**src/rtl/math_addsub_fab.sv**
```systemverilog
// Pipelined, segmented signed adder/subtractor with NUM_CH independent channels.
// Optional build macro MATH_ADDSUB_SAT_EN saturates overflowing channels instead of wrapping.
module math_addsub_fab #(
   parameter int WIDTH   = 16,
   parameter int LATENCY = 1,
   parameter int NUM_CH  = 1
) (
   input  logic                     clk,
   input  logic                     rst,
   input  logic                     ena,
   input  logic                     in_valid,
   input  logic [NUM_CH-1:0]        sub,
   input  logic [WIDTH*NUM_CH-1:0]  dina,
   input  logic [WIDTH*NUM_CH-1:0]  dinb,
   output logic                     out_valid,
   output logic [WIDTH*NUM_CH-1:0]  dout,
   output logic [NUM_CH-1:0]        ovf
);

   localparam int SEG = (WIDTH + LATENCY) / (LATENCY + 1);

   typedef struct packed {
      logic             carry;
      logic [WIDTH-1:0] x;
   } seg_t;

   // Adds segment k of x and (b ^ s) into x in place; bits below the segment already
   // hold result bits, bits above still hold operand A.
   function automatic seg_t seg_add(input logic [WIDTH-1:0] x, input logic [WIDTH-1:0] b,
                                    input logic s, input logic cin, input int k);
      seg_t r;
      logic c;
      logic bi;
      int   lo;
      int   hi;
      lo  = k * SEG;
      hi  = (k == LATENCY) ? WIDTH : lo + SEG;
      r.x = x;
      c   = cin;
      // NOTE: blocking assignments are deliberate here; c ripples bit by bit inside one evaluation.
      for (int i = 0; i < WIDTH; i++) begin
         if (i >= lo && i < hi) begin
            bi     = b[i] ^ s;
            r.x[i] = x[i] ^ bi ^ c;
            c      = (x[i] & bi) | (c & (x[i] ^ bi));
         end
      end
      r.carry = c;
      return r;
   endfunction

   // Overflow flag and final output value; bubbles never raise ovf.
   function automatic logic [WIDTH:0] resolve(input logic v, input logic a_msb,
                                              input logic b_msb, input logic [WIDTH-1:0] r);
      logic             ov;
      logic [WIDTH-1:0] d;
      ov = v & (a_msb == b_msb) & (r[WIDTH-1] != a_msb);
      d  = v ? r : '0;
`ifdef MATH_ADDSUB_SAT_EN
      if (ov) d = a_msb ? {1'b1, {(WIDTH-1){1'b0}}} : {1'b0, {(WIDTH-1){1'b1}}};
`endif
      return {ov, d};
   endfunction

   if (LATENCY == 0) begin : g_comb
      assign out_valid = in_valid;
      for (genvar c = 0; c < NUM_CH; c++) begin : g_ch
         logic             unused_carry;
         logic [WIDTH-1:0] sum;
         assign {unused_carry, sum} = seg_add(dina[c*WIDTH +: WIDTH], dinb[c*WIDTH +: WIDTH],
                                              sub[c], sub[c], 0);
         assign {ovf[c], dout[c*WIDTH +: WIDTH]} =
            resolve(in_valid, dina[c*WIDTH+WIDTH-1], dinb[c*WIDTH+WIDTH-1] ^ sub[c], sum);
      end
   end else begin : g_pipe
      logic [LATENCY-1:0] v_q;

      always_ff @(posedge clk) begin
         if (rst) begin
            v_q <= '0;
         end else if (ena) begin
            v_q[0] <= in_valid;
            for (int k = 1; k < LATENCY; k++) v_q[k] <= v_q[k-1];
         end
      end

      assign out_valid = v_q[LATENCY-1];

      for (genvar c = 0; c < NUM_CH; c++) begin : g_ch
         logic [WIDTH-1:0]   x_q [LATENCY];
         logic [WIDTH-1:0]   b_q [LATENCY];
         logic [LATENCY-1:0] s_q;
         logic [LATENCY-1:0] c_q;
         seg_t               st  [LATENCY+1];

         always_comb begin
            st[0] = seg_add(dina[c*WIDTH +: WIDTH], dinb[c*WIDTH +: WIDTH], sub[c], sub[c], 0);
            for (int k = 1; k <= LATENCY; k++)
               st[k] = seg_add(x_q[k-1], b_q[k-1], s_q[k-1], c_q[k-1], k);
         end

         always_ff @(posedge clk) begin
            if (rst) begin
               // NOTE: data stages are cleared too, not only valid, so dout reads 0 after reset.
               for (int k = 0; k < LATENCY; k++) begin
                  x_q[k] <= '0;
                  b_q[k] <= '0;
               end
               s_q <= '0;
               c_q <= '0;
            end else if (ena) begin
               b_q[0] <= dinb[c*WIDTH +: WIDTH];
               s_q[0] <= sub[c];
               for (int k = 0; k < LATENCY; k++) begin
                  x_q[k] <= st[k].x;
                  c_q[k] <= st[k].carry;
               end
               for (int k = 1; k < LATENCY; k++) begin
                  b_q[k] <= b_q[k-1];
                  s_q[k] <= s_q[k-1];
               end
            end
         end

         // The top segment holds the operand sign bits until the last stage adds it.
         assign {ovf[c], dout[c*WIDTH +: WIDTH]} =
            resolve(v_q[LATENCY-1], x_q[LATENCY-1][WIDTH-1],
                    b_q[LATENCY-1][WIDTH-1] ^ s_q[LATENCY-1], st[LATENCY].x);
      end
   end

endmodule

```
**config.mk**
```make
export PLATFORM = sky130hd
export DESIGN_NAME = math_addsub_fab
export DESIGN_NICKNAME = d
export VERILOG_FILES = /design/src/rtl/math_addsub_fab.sv
export SDC_FILE = /design/constraint.sdc
export NUM_CORES = 1
export LEC_CHECK = 0
export CORE_UTILIZATION = 45
export DETAILED_ROUTE_END_ITERATION = 8
export PLACE_DENSITY = 0.79
export SYNTH_ARGS = -nofsm -noshare
export SYNTH_HDL_FRONTEND = slang
export SYNTH_SLANG_ARGS = --single-unit
```
**constraint.sdc**
```tcl
create_clock -name clk -period 4.9 [get_ports clk]
set_input_delay 0.735 -clock clk [delete_from_list [all_inputs] [get_ports clk]]
set_output_delay 0.735 -clock clk [all_outputs]
set_load 0.02 [all_outputs]
```
== After elaboration in Yosys (flattened, before gate mapping) ==
Memory sizes are Yosys's and may differ from the RTL's.
Cells that the tools add are included.

* Flip-flop bits (word level): 3
* Memory bits (writable): 32
* Input bits: 37
* Output and inout bits: 18
* Word-level logic and storage cells: 114
* Memories kept: 2

* Equality and inequality tests: 2
* Muxes and demuxes: 10
* Bitwise logic cells: 95
* Reductions and logical operators: 2

{| class="wikitable"
|+ Memory list
! name !! depth !! width !! rd ports !! clocked after memory_dff !! wr ports !! line !! source
|-
| g_pipe.g_ch[0].b_q || 1 || 16 || 1 || 0 || 1 || 91 || <nowiki>logic [WIDTH-1:0] b_q [LATENCY];</nowiki>
|-
| g_pipe.g_ch[0].x_q || 1 || 16 || 1 || 0 || 1 || 90 || <nowiki>logic [WIDTH-1:0] x_q [LATENCY];</nowiki>
|}

{| class="wikitable"
|+ Operators with widths
! operator !! count
|-
| 2-to-1 mux 16 bit || 3
|-
| XOR 1 bit || 48
|-
| bitwise AND 1 bit || 32
|-
| OR reduction 16 bit || 2
|-
| OR 1 bit || 15
|-
| 2-to-1 mux 1 bit || 7
|-
| equality test 1 bit || 1
|-
| != test 1 bit || 1
|}

== Longest topological paths before layout ==
* Depth after elaboration: 19
* Depth in mapped cells: 14
* Gate-level depth less buffers: 13

== Worst setup path before layout ==
Ideal clock, no wire load.

* Path kind: register -> output
* From: register g_pipe.g_ch[0].s_q
* To: output ovf
* Arrival time: 3.878 ns
* Data required time: 4.165 ns
* Path slack: 0.287 ns
* Cell stages (with the launch flop): 14
* Path buffers: 1
* Cell sequence: dfxtp_1 -> buf_6 -> xor2_1 -> fa_1 -> fa_1 -> fa_1 -> fa_1 -> inv_1 -> fa_1 -> inv_1 -> fa_1 -> fa_1 -> nand3b_1 -> a21boi_1

* Word-level cells in the longest chain between the ends: 19
* Elaborated cells between the ends (all ways): 42
* Those cells by class: 2 x eq/ne; 40 x bitwise

{| class="wikitable"
|+ Ends and longest elaborated chain
! element !! line !! source
|-
| start: declaration || 92 || <nowiki>logic [LATENCY-1:0] s_q;</nowiki>
|-
| start signal: indexed assignment || 120 || <nowiki>s_q[k] <= s_q[k-1];</nowiki>
|-
| XOR 1 bit || 43 || <nowiki>bi = b[i] ^ s;</nowiki>
|-
| XOR 1 bit || 45 || <nowiki>c = (x[i] & bi) | (c & (x[i] ^ bi));</nowiki>
|-
| bitwise AND 1 bit || 45 ||
|-
| OR 1 bit || 45 ||
|-
| bitwise AND 1 bit || 45 ||
|-
| OR 1 bit || 45 ||
|-
| bitwise AND 1 bit || 45 ||
|-
| OR 1 bit || 45 ||
|-
| (+3 left out) || n/a ||
|-
| OR 1 bit || 45 ||
|-
| bitwise AND 1 bit || 45 ||
|-
| OR 1 bit || 45 ||
|-
| bitwise AND 1 bit || 45 ||
|-
| OR 1 bit || 45 ||
|-
| XOR 1 bit || 44 || <nowiki>r.x[i] = x[i] ^ bi ^ c;</nowiki>
|-
| != test 1 bit || 57 || <nowiki>ov = v & (a_msb == b_msb) & (r[WIDTH-1] != a_msb);</nowiki>
|-
| bitwise AND 1 bit (*) || 57 ||
|-
| end: declaration || 17 || <nowiki>output logic [NUM_CH-1:0] ovf</nowiki>
|}

Mark *: on every way between the ends. The rest lies on a longest branch, timed or not.

== Worst setup path in the final report ==
* From: memory g_pipe.g_ch[0].b_q[0][8]
* To: output dout[15]

* Word-level cells in the longest chain between the ends: 19
* Elaborated cells between the ends (all ways): 20
* Those cells by class: 1 x mux; 18 x bitwise; 1 x memory

{| class="wikitable"
|+ Ends and longest elaborated chain
! element !! line !! source
|-
| start: declaration || 91 ||
|-
| memory read (1 x 16 bit) (*) || n/a ||
|-
| XOR 1 bit (*) || 43 ||
|-
| XOR 1 bit || 45 ||
|-
| bitwise AND 1 bit || 45 ||
|-
| OR 1 bit (*) || 45 ||
|-
| bitwise AND 1 bit (*) || 45 ||
|-
| OR 1 bit (*) || 45 ||
|-
| bitwise AND 1 bit (*) || 45 ||
|-
| (+3 left out) || n/a ||
|-
| bitwise AND 1 bit (*) || 45 ||
|-
| OR 1 bit (*) || 45 ||
|-
| bitwise AND 1 bit (*) || 45 ||
|-
| OR 1 bit (*) || 45 ||
|-
| bitwise AND 1 bit (*) || 45 ||
|-
| OR 1 bit (*) || 45 ||
|-
| XOR 1 bit (*) || 44 ||
|-
| 2-to-1 mux 16 bit (*) || 58 || <nowiki>d = v ? r : '0;</nowiki>
|-
| end: declaration || 16 || <nowiki>output logic [WIDTH*NUM_CH-1:0] dout,</nowiki>
|}

Marked as above.

==> flow_summary.ini <==
[placement]
portBuffers = 54
dp_hpwl_mm = 2.23
globalplace.congestion = 0.709
pre_cts_ws_ns = -0.303
place_area_sq_um = 2200

[sta]
worst_slew_pin_slew_ns = 0.540
fin_skew_ns = 0
fin_crit_ns = 4.73
rsz0062_at_grt = false
worst_slack_ns = 0.173
drv_slew = 0
fin_crit_sh_pct = 96.5
finalHoldViolCount = 0
fmax_mhz = 212
setup_viol = 0
slew_headroom_pct = 64.0

[worst_setup_path]
cp_cell_sequence = xor2_1 > fa_2 > fa_2 > fa_2 > fa_2 > inv_2 > fa_1 > inv_1 > fa_2 > fa_2 > xnor2_2 > xnor2_1 > and2_1 > buf_4
worstPathRequired_ns = 4.16
critPathBufInv = 3
critPathKind = reg -> out
cp_common_cell = fa_2
worst_path_max_delay_cell = edfxtp_1
crit_path_max_incr_delay_ns = 0.41
cp_max_fo = 3
crit_arrival_ns = 3.99
crit_family = adder cells
endpoint_kind = primary output
start_kind = flip-flop

[clock_tree]
path_clk_slew_ns = 0.15
cts_tree = done
postCtsHoldBufs = 0
clock-sinks = 27
cts.path.max_buffers = 2
root_buffer = clkbuf_4
cts_buffers = 3
insertion_delay_ns = 0.32
cts_setup_buffers = 0
htreeDepth = 1

[floorplan]
die_area_sq_um = 3830
start_util_pct = 47.6
coreArea_sq_um = 3390
ios = 55
rows = 21
dieHeight_um = 61.9
dieWidth_um = 61.9

[job]
max_cap_violations = 0

[synth]
netlist_area_sq_um = 1610
ys_types = 19
synth_nets = 178
synth_edf_count = 24
ys_seq_area_share_pct = 48.4
synthFlopType = edfxtp_1
syn_inst = 127
syn_avg_cell_area_sq_um = 12.7
yosys_warnings = 0
synth-async-reset-ratio_pct = 0
synth-seq-cells = 27

[power]
irDropWorstVdd_mv = 0.144
cellPowerDensity_nw_per_um2 = 238
p_leak_nw = 0.894

[routing]
vias = 1015
dr.pass1.iters = 4
drc_errors = 0
wirelength_mm = 2.70
drtIter0Drc = 18
vias_per_cell = 4.45
wl_per_cell_um = 11.8
antenna_left = 0

[global_route]
globalRoute.totalOverflow = 0
grt_pass1_wl_mm = 4.24
grt_pass1_vias = 994
grt_max_degree = 25
antenna_found_initial = 0
track_usage_pct = 16.0

[finish]
n_fill_cell = 267
finalCoreUtilization_pct = 66.2
antenna_cells = 0
final_cell_area_sq_um = 2240
multi_input_area_sq_um = 788
areaGrowthSynthToFinish_pct = 39.1
nets = 234
regArea_sq_um = 781
drive_gt1_share_pct = 9.89

[hold_path]
hold_path_class = reg -> reg

[run_status]
status = finished clean
[metal layers]
layer / global-route usage, % / part of all wire [%] / vias to the layer above
met5: 0 / 0 / -
met4: 4.76 / 0 / 0
met3: 3.52 / 3.9 / 0
met2: 30.1 / 56 / 24
met1: 18.1 / 40 / 484
li1: - / - / 507
[worst paths after layout]
| path | from | to | slack [ns] | depth (start not counted) |
|---|---|---|---|---|
| min | g_pipe.g_ch[0].c_q | g_pipe.g_ch[0].c_q | 0.57 | 2 |
| max reg2reg | out_valid | out_valid | 4.01 | 2 |
| min reg2reg | g_pipe.g_ch[0].c_q | g_pipe.g_ch[0].c_q | 0.57 | 2 |
| max | g_pipe.g_ch[0].b_q[0][8] | dout[15] | 0.17 | 14 |
[cell usage after synthesis (all sizes together) (2+ instances only)]
master / instances / area, sq um
inv: 10 / 37.5
nor2: 10 / 37.5
mux2i: 4 / 40.0
buf: 3 / 21.3
xnor2: 10 / 87.6
fa: 14 / 280
clkbuf: 2 / 7.51
dfxtp: 3 / 60.1
edfxtp: 24 / 721
xor2: 8 / 70.1
and2: 32 / 200
[flip-flops by register name (all words and copies together) (netlist names)]
register         flops
g_pipe.g_ch.x_q     16
g_pipe.g_ch.b_q      8
g_pipe.g_ch.c_q      1
g_pipe.g_ch.s_q      1
out_valid            1
[where the power goes]
| part | internal, mW | total [mW] | switching (mW) | leakage (nW) |
|---|---|---|---|---|
| logic | 0.0858 | 0.155 | 0.0697 | 0.597 |
| clock network | 0.0311 | 0.0961 | 0.0650 | 0.0139 |
| registers | 0.274 | 0.283 | 0.00966 | 0.283 |
[area by class of cell]
class                           count  share of cell area, %
Inverter                           10                   1.67
Sequential cell                    27                   34.8
Multi-Input combinational cell     85                   35.1
Clock inverter                      1                  0.335
Clock buffer                        3                   1.00
Timing Repair Buffer               56                   24.5
Tap cell                           46                   2.57
[worst min-delay path: cells and delay by family (launching register included)]
kind          cells  cell delay (ns)
mux               1             0.13
simple gates      1             0.05
flops             1             0.36
[metrics by stage]
step,cells,TNS (ns),hold slack [ns],total power [mW]
after detailed placement,224,-0.487,0.543,0.442
after CTS,228,0,0.574,0.539
after floorplan,127,0,0.503,0.374
after global routing,228,0,0.597,0.570
after global placement,224,-0.339,0.525,0.436
final,228,0,0.572,0.535
[what timing repair did]
| item | 4_1_cts | 5_1_grt |
|---|---|---|
| pin swaps | 2 | 3 |
| setup endpoints to repair | 3 | 3 |
| gates resized for setup | 18 | 2 |
[cell families (layout without fill, tap and decap cells)]
logic type	after synthesis	after routing	share of synthesized area [%]
buf+inv	15	70	4.11
flops	27	27	48.4
xor+xnor	18	18	9.77
fa+ha+maj	14	14	17.4
mux	4	4	2.48
compound gates	1	1	0.466
simple gates	48	48	17.4
[placed cells by master, fill, tap and decap left out, types with 4 or more instances in the layout]
| cell | instances |
|---|---|
| edfxtp_1 | 24 |
| fa_1 | 8 |
| clkdlybuf4s50_1 | 51 |
| xnor2_1 | 9 |
| inv_1 | 9 |
| xor2_1 | 8 |
| and2_1 | 32 |
| nor2_1 | 10 |
| mux2i_1 | 4 |
| fa_2 | 6 |
(Power assumes the default switching activity.)
==> edit: new RTL, config.mk and constraints unchanged <==
The option `MATH_ADDSUB_SAT_EN` is turned on by a define.
--- a/src/rtl/math_addsub_fab.sv
+++ b/src/rtl/math_addsub_fab.sv
@@ -1,4 +1,6 @@
 // Pipelined, segmented signed adder/subtractor with NUM_CH independent channels.
 // Optional build macro MATH_ADDSUB_SAT_EN saturates overflowing channels instead of wrapping.
+`define MATH_ADDSUB_SAT_EN
+
 module math_addsub_fab #(
    parameter int WIDTH   = 16,
Function: changed (Yosys sat finds a counterexample within 4 cycles, from zero or initial values and one cycle with rst high).
==> edit against the original RTL <==
  * Sequential cell count is the same
  * Wire length grew 42%
  * Power grew 19%
  * Synthesized cell count grew 27%
  * Design area grew 6.9%
  * Critical path type unchanged
  * Area after synthesis grew 11%
  * Register-to-register slack lost 0.10 ns
  * Setup slack lost 0.0019 ns
==> edit: results (changes against the original RTL) <==
[placed_design]
routabilityCongestion = 0.807  ; +14%
dpl.hpwl_um = 2970  ; +33%
placed_area_um2 = 2410  ; +9.6%
place_ws_ns = -0.355  ; -0.0515 ns

[synthesis]
synth_fa_ha_area_frac = 0.156  ; -0.0179
ys_top_cells_by_count = 24 x edfxtp_1, 18 x and2_1, 16 x nand2_1, 16 x o21ai_0, 14 x fa_1
seq_area_frac_synth = 0.434  ; -0.0499
synth.net_count = 212  ; +19%
synth.distinct_cells = 25  ; +6
yosys.area.top_type_share = 0.401  ; -0.0460
syn_inst = 161  ; +27%
synth_area_leaders = edfxtp_1 40%, fa_1 16%, and2_1 6.3%
synthXorXnorAreaFrac = 0.0884  ; -0.00937

[status]
status = completed

[global_routing]
grt_use_met3 = 0.0278  ; -0.00742
grt_pass1_wl_um = 6210  ; +46%
first_global_vias = 1332  ; +34%
track_usage = 0.197  ; +0.0365
grt_use_met1 = 0.245  ; +0.0637
grt_use_met2 = 0.352  ; +0.0507

[cts]
clkSlewWorstSetupHoldPaths_ns = 0.09  ; -0.06 ns
root_buffer = clkbuf_8
clk_latency_ns = 0.27  ; -0.05 ns

[setup_path]
crit_fanout = 2  ; -1
slowest_stage = fa_2
critPathMaxStageDelay_ns = 0.45  ; +0.04 ns

[route]
wl_per_cell_um = 14.4  ; +21%
drt_iter0_drc = 48  ; +30
met3WireLength_um = 193  ; +86%
viasPerCell = 4.97  ; +12%
maxUsedRoutingLayer = met4
met2_length_um = 2070  ; +37%
first_pass_iters = 5  ; +1

[layout]
n_fill_cell = 318  ; +19%
instances_no_fill = 267  ; +17%
final_cell_area_um2 = 2400  ; +6.9%
drive_above_1_share = 0.174  ; +0.0746

[pwr]
pg_seq_uw = 289  ; +2%
swShare = 0.306  ; +0.0361
power.switching_uw = 195  ; +35%

## edit: final cells by class
cell class              count  share of cell area
multi-input cells         117               0.398
clock buffers               4              0.0188
flip-flops and latches     27               0.326
well taps                  48              0.0251
repair buffers             62               0.218
inverters                   9              0.0141
## edit: timing repair
action,in CTS,in global routing
hold endpoints to repair,0,0
resized for setup,69,18
endpoints found under the setup margin,17,17
pin swaps,0,4
## edit: final timing paths
path	cells after the start	slack (ns)	from	endpoint
setup / recovery	13	0.17	g_pipe.g_ch[0].b_q[0][8]	dout[14]
hold / removal	3	0.70	g_pipe.g_ch[0].c_q	g_pipe.g_ch[0].c_q
setup reg to reg	2	3.91	out_valid	out_valid
hold reg to reg	3	0.70	g_pipe.g_ch[0].c_q	g_pipe.g_ch[0].c_q
## edit: worst reg2reg max path, stage by stage (launching register included)
cell	delay, ns
dfxtp_1	0.65
mux2i_1	0.16
nor2_1	0.12
